===== src/rtl/nes_video_pkg.sv =====
// Shared types and constants for the Pocket video output formatter.
package nes_video_pkg;

    localparam int CNT_W    = 9;
    localparam int SLOT_LSB = 13;

    typedef enum logic [1:0] {
        WAIT_VS,
        FIRST_FRAME,
        TRACKING
    } geom_state_e;

    // Saturating increment; holds at lim once reached.
    function automatic logic [CNT_W-1:0] sat_inc(input logic [CNT_W-1:0] v,
                                                 input logic [CNT_W-1:0] lim);
        return (v >= lim) ? v : v + 1'b1;
    endfunction

endpackage


===== src/rtl/sync_edge.sv =====
// Pixel-enable gated rising-edge detector for a sync input.
module sync_edge (
    input  logic i_clk,
    input  logic i_rst_n,
    input  logic i_ce,
    input  logic i_sig,
    output logic o_rise
);

    logic r_hist;

    // History resets high so a sync already asserted at reset release gives no strobe.
    always_ff @(posedge i_clk or negedge i_rst_n) begin
        if (!i_rst_n) begin
            r_hist <= 1'b1;
        end else if (i_ce) begin
            r_hist <= i_sig;
        end
    end

    assign o_rise = i_ce & i_sig & ~r_hist;

endmodule


===== src/rtl/nes_apf_video_out.sv =====
// Formats the NES pixel stream for the Analogue Pocket scaler and tracks active geometry.
module nes_apf_video_out
    import nes_video_pkg::*;
#(
    parameter int unsigned MAX_X = 511,
    parameter int unsigned MAX_Y = 511
) (
    input  logic        clk,
    input  logic        reset_n,
    input  logic        ce_pix,
    input  logic [7:0]  r,
    input  logic [7:0]  g,
    input  logic [7:0]  b,
    input  logic        hsync,
    input  logic        vsync,
    input  logic        hblank,
    input  logic        vblank,
    input  logic [2:0]  scaler_slot,
    output logic [23:0] video_rgb,
    output logic        video_de,
    output logic        video_hs,
    output logic        video_vs,
    output logic [8:0]  active_w,
    output logic [8:0]  active_h,
    output logic        geom_stable
);

    localparam logic [CNT_W-1:0] X_SAT = CNT_W'(MAX_X);
    localparam logic [CNT_W-1:0] Y_SAT = CNT_W'(MAX_Y);

    logic w_de_in;
    logic w_de_fall;
    logic w_hs_rise;
    logic w_vs_rise;

    logic             r_de_prev;
    logic [23:0]      r_rgb;
    logic             r_de;
    logic             r_hs;
    logic             r_vs;
    logic             r_hs_pending;
    logic [CNT_W-1:0] r_x;
    logic [CNT_W-1:0] r_y;
    logic [CNT_W-1:0] r_active_w;
    logic [CNT_W-1:0] r_active_h;
    logic [CNT_W-1:0] r_prev_w;
    logic [CNT_W-1:0] r_prev_h;
    logic             r_geom_stable;
    geom_state_e      r_state;

    assign w_de_in   = ~hblank & ~vblank;
    assign w_de_fall = r_de_prev & ~w_de_in;

    sync_edge u_hs_edge (
        .i_clk   (clk),
        .i_rst_n (reset_n),
        .i_ce    (ce_pix),
        .i_sig   (hsync),
        .o_rise  (w_hs_rise)
    );

    sync_edge u_vs_edge (
        .i_clk   (clk),
        .i_rst_n (reset_n),
        .i_ce    (ce_pix),
        .i_sig   (vsync),
        .o_rise  (w_vs_rise)
    );

    // Pixel data and DE; the slot word fills the first blank pixel after an active run.
    always_ff @(posedge clk or negedge reset_n) begin
        if (!reset_n) begin
            r_de_prev <= 1'b0;
            r_de      <= 1'b0;
            r_rgb     <= '0;
        end else if (ce_pix) begin
            r_de_prev <= w_de_in;
            r_de      <= w_de_in;
            if (w_de_in) begin
                r_rgb <= {r, g, b};
            end else if (w_de_fall) begin
                r_rgb <= 24'(scaler_slot) << SLOT_LSB;
            end else begin
                r_rgb <= '0;
            end
        end
    end

    // Sync strobes; a coincident HS is deferred one pixel so HS and VS never overlap.
    always_ff @(posedge clk or negedge reset_n) begin
        if (!reset_n) begin
            r_hs         <= 1'b0;
            r_vs         <= 1'b0;
            r_hs_pending <= 1'b0;
        end else if (ce_pix) begin
            r_vs <= w_vs_rise;
            if (w_vs_rise) begin
                r_hs         <= 1'b0;
                r_hs_pending <= r_hs_pending | w_hs_rise;
            end else begin
                r_hs         <= w_hs_rise | r_hs_pending;
                r_hs_pending <= 1'b0;
            end
        end
    end

    // Active pixel and line counters; VS clears the line count.
    always_ff @(posedge clk or negedge reset_n) begin
        if (!reset_n) begin
            r_x        <= '0;
            r_y        <= '0;
            r_active_w <= '0;
        end else if (ce_pix) begin
            if (w_de_in) begin
                r_x <= sat_inc(r_x, X_SAT);
            end else if (w_de_fall) begin
                r_active_w <= r_x;
                r_x        <= '0;
            end
            if (w_vs_rise) begin
                r_y <= '0;
            end else if (w_de_fall) begin
                r_y <= sat_inc(r_y, Y_SAT);
            end
        end
    end

    // Geometry FSM: first VS only aligns, second captures, later ones compare.
    always_ff @(posedge clk or negedge reset_n) begin
        if (!reset_n) begin
            r_state       <= WAIT_VS;
            r_active_h    <= '0;
            r_prev_w      <= '0;
            r_prev_h      <= '0;
            r_geom_stable <= 1'b0;
        end else if (w_vs_rise) begin
            case (r_state)
                WAIT_VS: begin
                    r_state <= FIRST_FRAME;
                end
                FIRST_FRAME: begin
                    r_active_h    <= r_y;
                    r_prev_w      <= r_active_w;
                    r_prev_h      <= r_y;
                    r_geom_stable <= 1'b0;
                    r_state       <= TRACKING;
                end
                TRACKING: begin
                    r_active_h    <= r_y;
                    r_prev_w      <= r_active_w;
                    r_prev_h      <= r_y;
                    r_geom_stable <= ({r_active_w, r_y} == {r_prev_w, r_prev_h});
                end
                default: begin
                    r_state       <= WAIT_VS;
                    r_geom_stable <= 1'b0;
                end
            endcase
        end
    end

    assign video_rgb   = r_rgb;
    assign video_de    = r_de;
    assign video_hs    = r_hs;
    assign video_vs    = r_vs;
    assign active_w    = r_active_w;
    assign active_h    = r_active_h;
    assign geom_stable = r_geom_stable;

endmodule


===== config.mk =====
export PLATFORM = sky130hd
export DESIGN_NAME = nes_apf_video_out
export DESIGN_NICKNAME = d
export VERILOG_FILES = /design/src/rtl/nes_video_pkg.sv /design/src/rtl/sync_edge.sv /design/src/rtl/nes_apf_video_out.sv
export SDC_FILE = /design/constraint.sdc
export NUM_CORES = 1
export LEC_CHECK = 0
export CAP_MARGIN = 10
export CORE_ASPECT_RATIO = 1.4
export CORE_UTILIZATION = 46
export DETAILED_ROUTE_END_ITERATION = 10
export PLACE_DENSITY = 0.76
export SLEW_MARGIN = 30
export SYNTH_ARGS = -nofsm -noshare
export SYNTH_HDL_FRONTEND = slang
export SYNTH_HIERARCHICAL = 1
export SYNTH_SLANG_ARGS = --single-unit

===== constraint.sdc =====
create_clock -name clk -period 2.5 [get_ports clk]
set_clock_uncertainty 0.2 [all_clocks]
set_input_delay 0.375 -clock clk [delete_from_list [all_inputs] [get_ports clk]]
set_output_delay 0.375 -clock clk [all_outputs]
set_load 0.05 [all_outputs]

**Word-level counts from Yosys, hierarchy flattened**

Cells that the tools add are included.

- Word-level logic and storage cells: 59
- Output and inout bits: 46
- Flip-flop bits (word level): 78

- Mux-type cells: 12
- $add $sub $neg: 2
- $lt $le $gt $ge: 2
- Reduce and logical (&&, ||, !) cells: 10
- Bitwise gates (word level): 14
- Equality and inequality tests: 5

Operator list:

| kind | count |
|---|---|
| 9-bit two-way mux | 6 |
| 24-bit two-way mux | 1 |
| 9-bit by 1-bit adder with 9-bit output, second input constant | 2 |
| 18-bit equality test | 1 |
| 9-bit greater-or-equal comparator, second input constant | 2 |
| 16-bit two-way mux | 1 |
| 3-bit AND reduction | 3 |
| 1-bit NOT | 7 |
| 1-bit AND | 6 |
| 2-bit one-hot mux with 3 select lines | 1 |
| 2-bit AND reduction | 3 |
| 2-bit inequality test, second input constant | 2 |
| 2-bit nonzero test | 2 |
| 2-bit by 1-bit equality test with 1-bit output, second input constant | 1 |
| 2-bit equality test, second input constant | 1 |
| 2-bit zero test | 1 |
| 1-bit two-way mux | 2 |
| 1-bit one-hot mux with 2 select lines | 1 |
| 2-bit OR reduction | 1 |
| 1-bit OR | 1 |

**Depth between registers and ports, before layout**

- Depth after elaboration: 6
- Gate-level depth with buffers: 9
- Gate-level depth less buffers: 9

**Hierarchy**

Netlist, hierarchy kept.

Modules (own cells, without submodules):

| module | area an instance (um^2) | times used | cells an instance |
|---|---|---|---|
| nes_apf_video_out | 3626.0 | 1 | 331 |
| sync_edge | 51.3 | 2 | 3 |

**Worst setup path before layout**

No wires, ideal clock.

- Path kind: flip-flop to flip-flop
- From: register r_x[0]
- To: register r_x[2]
- Buffers on the path: 0
- Cell stages (with the launch flop): 10
- Slack: -222 ps
- Data arrival time: 2398 ps
- Cell sequence: dfrtp_1 -> ha_1 -> and3_1 -> and3_1 -> and3_1 -> ha_1 -> or4b_4 -> a31oi_4 -> nor2b_1 -> a211o_1

- Word-level cells in the longest chain between the ends: 3

RTL lines:

| item | line | source |
|---|---|---|
| start: declaration | nes_apf_video_out.sv:42 | `logic [CNT_W-1:0] r_x;` |
| start signal: assignment | nes_apf_video_out.sv:115 | `r_x <= sat_inc(r_x, X_SAT);` |
| 9-bit greater-or-equal comparator or 9-bit by 1-bit adder with 9-bit output (tied branches) | nes_video_pkg.sv:16 | `return (v >= lim) ? v : v + 1'b1;` |
| 2-bit inequality test (no line) or 9-bit two-way mux (tied branches) | n/a |  |
| 3-bit AND reduction (no line) or 9-bit two-way mux (tied branches) | n/a |  |

Several ways; a longest one is shown, not always the timed one. The select of a mux whose other input is x is not followed.
A chain may end at the register's enable or synchronous reset.

**Worst setup path after layout**

- From: register r_x[0]
- To: register r_x[0]

The elaborated chain is that of the path after synthesis.

==> results.json <==
{
  "hp-start": "video_hs",
  "syn_inst": 337,
  "grt_pass1_wl_mm": 14.66,
  "crit_path_start_kind": "register",
  "layout_min_cycle_time_ns": 2.644,
  "yosys.area.top_type": "dfrtp_1",
  "synthArstFlopShare_pct": 100.0,
  "drv_cap": 0,
  "violations": "negative setup slack",
  "synth-seq-area-share_pct": 52.42,
  "reg2reg_depth": 9,
  "synthTopCellsByArea": "dfrtp_1 (51%), mux2_2 (7.2%), o2bb2ai_1 (4.9%), nand2_1 (4.2%), xor2_1 (4.2%)",
  "die_area_sq_mm": 0.008475,
  "syn_avg_cell_area_sq_um": 11.06,
  "post-route-period-util_pct": 105.8,
  "power.density_mw_per_mm2": 824.9,
  "synth_nets": 378,
  "rr_endpoint": "r_x[0]",
  "grt-ovfl-total": 0,
  "wl_met2_mm": 4.756,
  "synth-warning-count": 6,
  "ys.flop_type": "dfrtp_1",
  "core_area_sq_mm": 0.007797,
  "path_class": "register to register",
  "regToRegSetupSlack_ns": -0.14,
  "setup_violations": 9,
  "start_util_pct": 47.82,
  "clockBufferDepth": 2,
  "die-width_microns": 78.09,
  "gp_congestion": 0.8541,
  "dr.pass1.iters": 4,
  "cts.sinks": 78,
  "path_clk_slew_ns": 0.07,
  "diodes": 0,
  "worstPathMaxFanout": 5,
  "synth_area_sq_mm": 0.003729,
  "routed.top_layer": "met4",
  "r2r_start": "r_x[0]",
  "drt-met1-wl_mm": 3.646,
  "irDropWorstVdd_uv": 646.4,
  "worstPathRequired_ns": 2.53,
  "drt_iter0_markers": 233,
  "worst_ep_arrival_time_ns": 2.67,
  "die_y_microns": 108.5,
  "fmax_ghz": 0.3782,
  "vias": 3007,
  "setup_slack_ns": -0.1444,
  "rows": 38,
  "cts-root-buf": "clkbuf_8",
  "grt_pass1_vias": 3047,
  "io_pins": 80,
  "p_total_mw": 4.204,
  "dp_slack_ns": -0.1466,
  "synth_edf_count": 0,
  "cts_made_buffers": 9,
  "rsz0062_at_grt": "yes",
  "crit_path_start": "r_x[0]",
  "worstPathCellList": "ha_2 > and3_4 > and3_4 > and3_4 > ha_4 > or4b_4 > a31oi_4 > nor2b_2 > mux2_4",
  "wl_per_cell_microns": 16.31,
  "ys_seq_elements": 78,
  "tightestPinTransition_ns": 0.5376,
  "critPathSlowestCell": "or4b_4",
  "cp-endpoint": "r_x[0]",
  "nets": 482,
  "cpMostUsedCell": "and3_4",
  "power_leakage_nw": 2.293,
  "met3WireLength_microns": 350,
  "ys_types": 49,
  "syn_to_final_growth_pct": 36.68,
  "fill_cells": 627,
  "place_hpwl_mm": 6.386,
  "htreeDepth": 3,
  "drc_errors": 0,
  "track_usage_pct": 22.66,
  "slew_violations": 0,
  "portBuffers": 79,
  "hold_viol_final": 0,
  "cts_tree": "built",
  "grt_start_max_net_pins": 46,
  "synth.top_cell.area_share_pct": 51.01,
  "slew_headroom_pct": 64.05,
  "vias_per_cell": 5.517,
  "cp-end-kind": "register",
  "antenna_found_initial": 0,
  "final_antenna_net_count": 0,
  "layout-drive-gt1-share_pct": 21.80,
  "worstHoldPathType": "register to register",
  "drt-total-wl_mm": 8.887,
  "clk-insertion-delay-late_ns": 0.34,
  "outcome": "complete, but fails checks",
  "cpPeakStageDelay_ns": 0.50
}
final cells by class:
type	count	area [sq um]	share of cell area (%)
multi-input combinational	226	1704	33.44
sequential	78	1954	38.35
clock buffer	15	186.4	3.658
tap	100	125.1	2.455
inverter	10	37.54	0.7366
timing repair buffer	116	1089	21.36
cells in the final DEF, fill, tap and decap left out, types with 8 or more instances in the layout:
cell	count
buf_4	34
clkbuf_8	13
clkdlybuf4s50_1	78
dfrtp_1	76
inv_1	10
mux2_2	23
nand2_1	42
nand3_1	8
nand4_1	8
nor2_1	11
o21ai_0	10
o2bb2ai_1	21
xor2_1	18
registers in the layout, indices dropped and copies added (netlist names):
register / flops
r_state: 2
r_hs_pending: 1
video_vs: 1
video_hs: 1
video_rgb: 24
geom_stable: 1
video_de: 1
r_x: 9
active_w: 9
r_prev_w: 9
r_y: 9
u_hs_edge/r_hist: 1
u_vs_edge/r_hist: 1
r_prev_h: 9
cell usage after synthesis, types with 2 or more instances:
master     number
nor4_1          6
a31oi_1         7
ha_1            7
a211o_1         4
o211ai_1        3
dfstp_2         2
clkbuf_1       16
and3_1          5
nor2b_1         2
inv_1          10
nor2_1         11
and3b_2         2
dfrtp_1        76
xor2_1         18
nand4_1         8
a21oi_1         7
mux2_4          2
nor3_1          6
o2bb2ai_1      21
nand2b_1        4
nand3_1         9
o211a_1         2
and4_1          3
buf_2           4
mux2_2         24
o21ai_0        11
o311ai_0        3
nand2_1        42
nor3b_1         2
metal layers:
| layer | GRT usage [%] | vias up |
|---|---|---|
| met5 | 0 | - |
| met3 | 5.485 | 11 |
| met4 | 9.656 | 0 |
| met1 | 27.69 | 1483 |
| met2 | 38.10 | 88 |
| li1 | - | 1425 |
timing repair:
item | in CTS | in global routing
gates resized for setup | 3 | 10
pin swaps | 1 | 3
buffers inserted | 3 | 4
endpoints found under the hold margin | 33 | 0
hold buffers | 1 | 0
setup endpoints to repair | 8 | 13
per-stage QoR:
stage	utilization (%)	hold slack (ns)	cells	TNS (ns)	cell area, sq um
after global routing	65.36	0.3136	545	-1.699	5096
after detailed placement	61.55	0.1499	522	-0.9998	4800
after global placement	61.55	0.1458	522	-0.4469	4800
after CTS	64.47	0.2900	541	-0.5226	5027
final	65.36	0.2835	545	-1.086	5096
after floorplan	-	-0.1206	337	-0.1235	3759
logic make-up (layout without fill, tap and decap cells):
family	after synthesis	after routing	share of synthesized area, %
simple gates	108	108	15.00
flops	78	78	52.42
compound gates	67	67	14.19
buf+inv	33	141	3.759
mux	26	26	8.054
xor+xnor	18	18	4.228
fa+ha+maj	7	7	2.349
critical path: cells and delay by family, from the launching register on:
family,cells,cell delay [ns]
and+or+nand+nor,5,1.08
DFF,1,0.39
adders and majority gates,2,0.35
muxes,1,0.27
AOI/OAI and AO/OA,1,0.25
power by group:
| part | switching (mW) | internal [mW] | total [mW] |
|---|---|---|---|
| logic | 0.936 | 0.676 | 1.61 |
| clock network | 0.421 | 0.466 | 0.886 |
| registers | 0.207 | 1.50 | 1.71 |
worst min-delay path by stage:
stage	end	slack [ns]	cells past startpoint
6_report	video_hs	0.28	2
5_1_grt	video_rgb[7]	0.31	1
4_1_cts	video_hs	0.29	2
3_5_place_dp	active_w[5]	0.15	1
3_3_place_gp	active_w[5]	0.15	1
2_1_floorplan	active_w[0]	-0.12	0
Power figures use the tool's default switching activity.
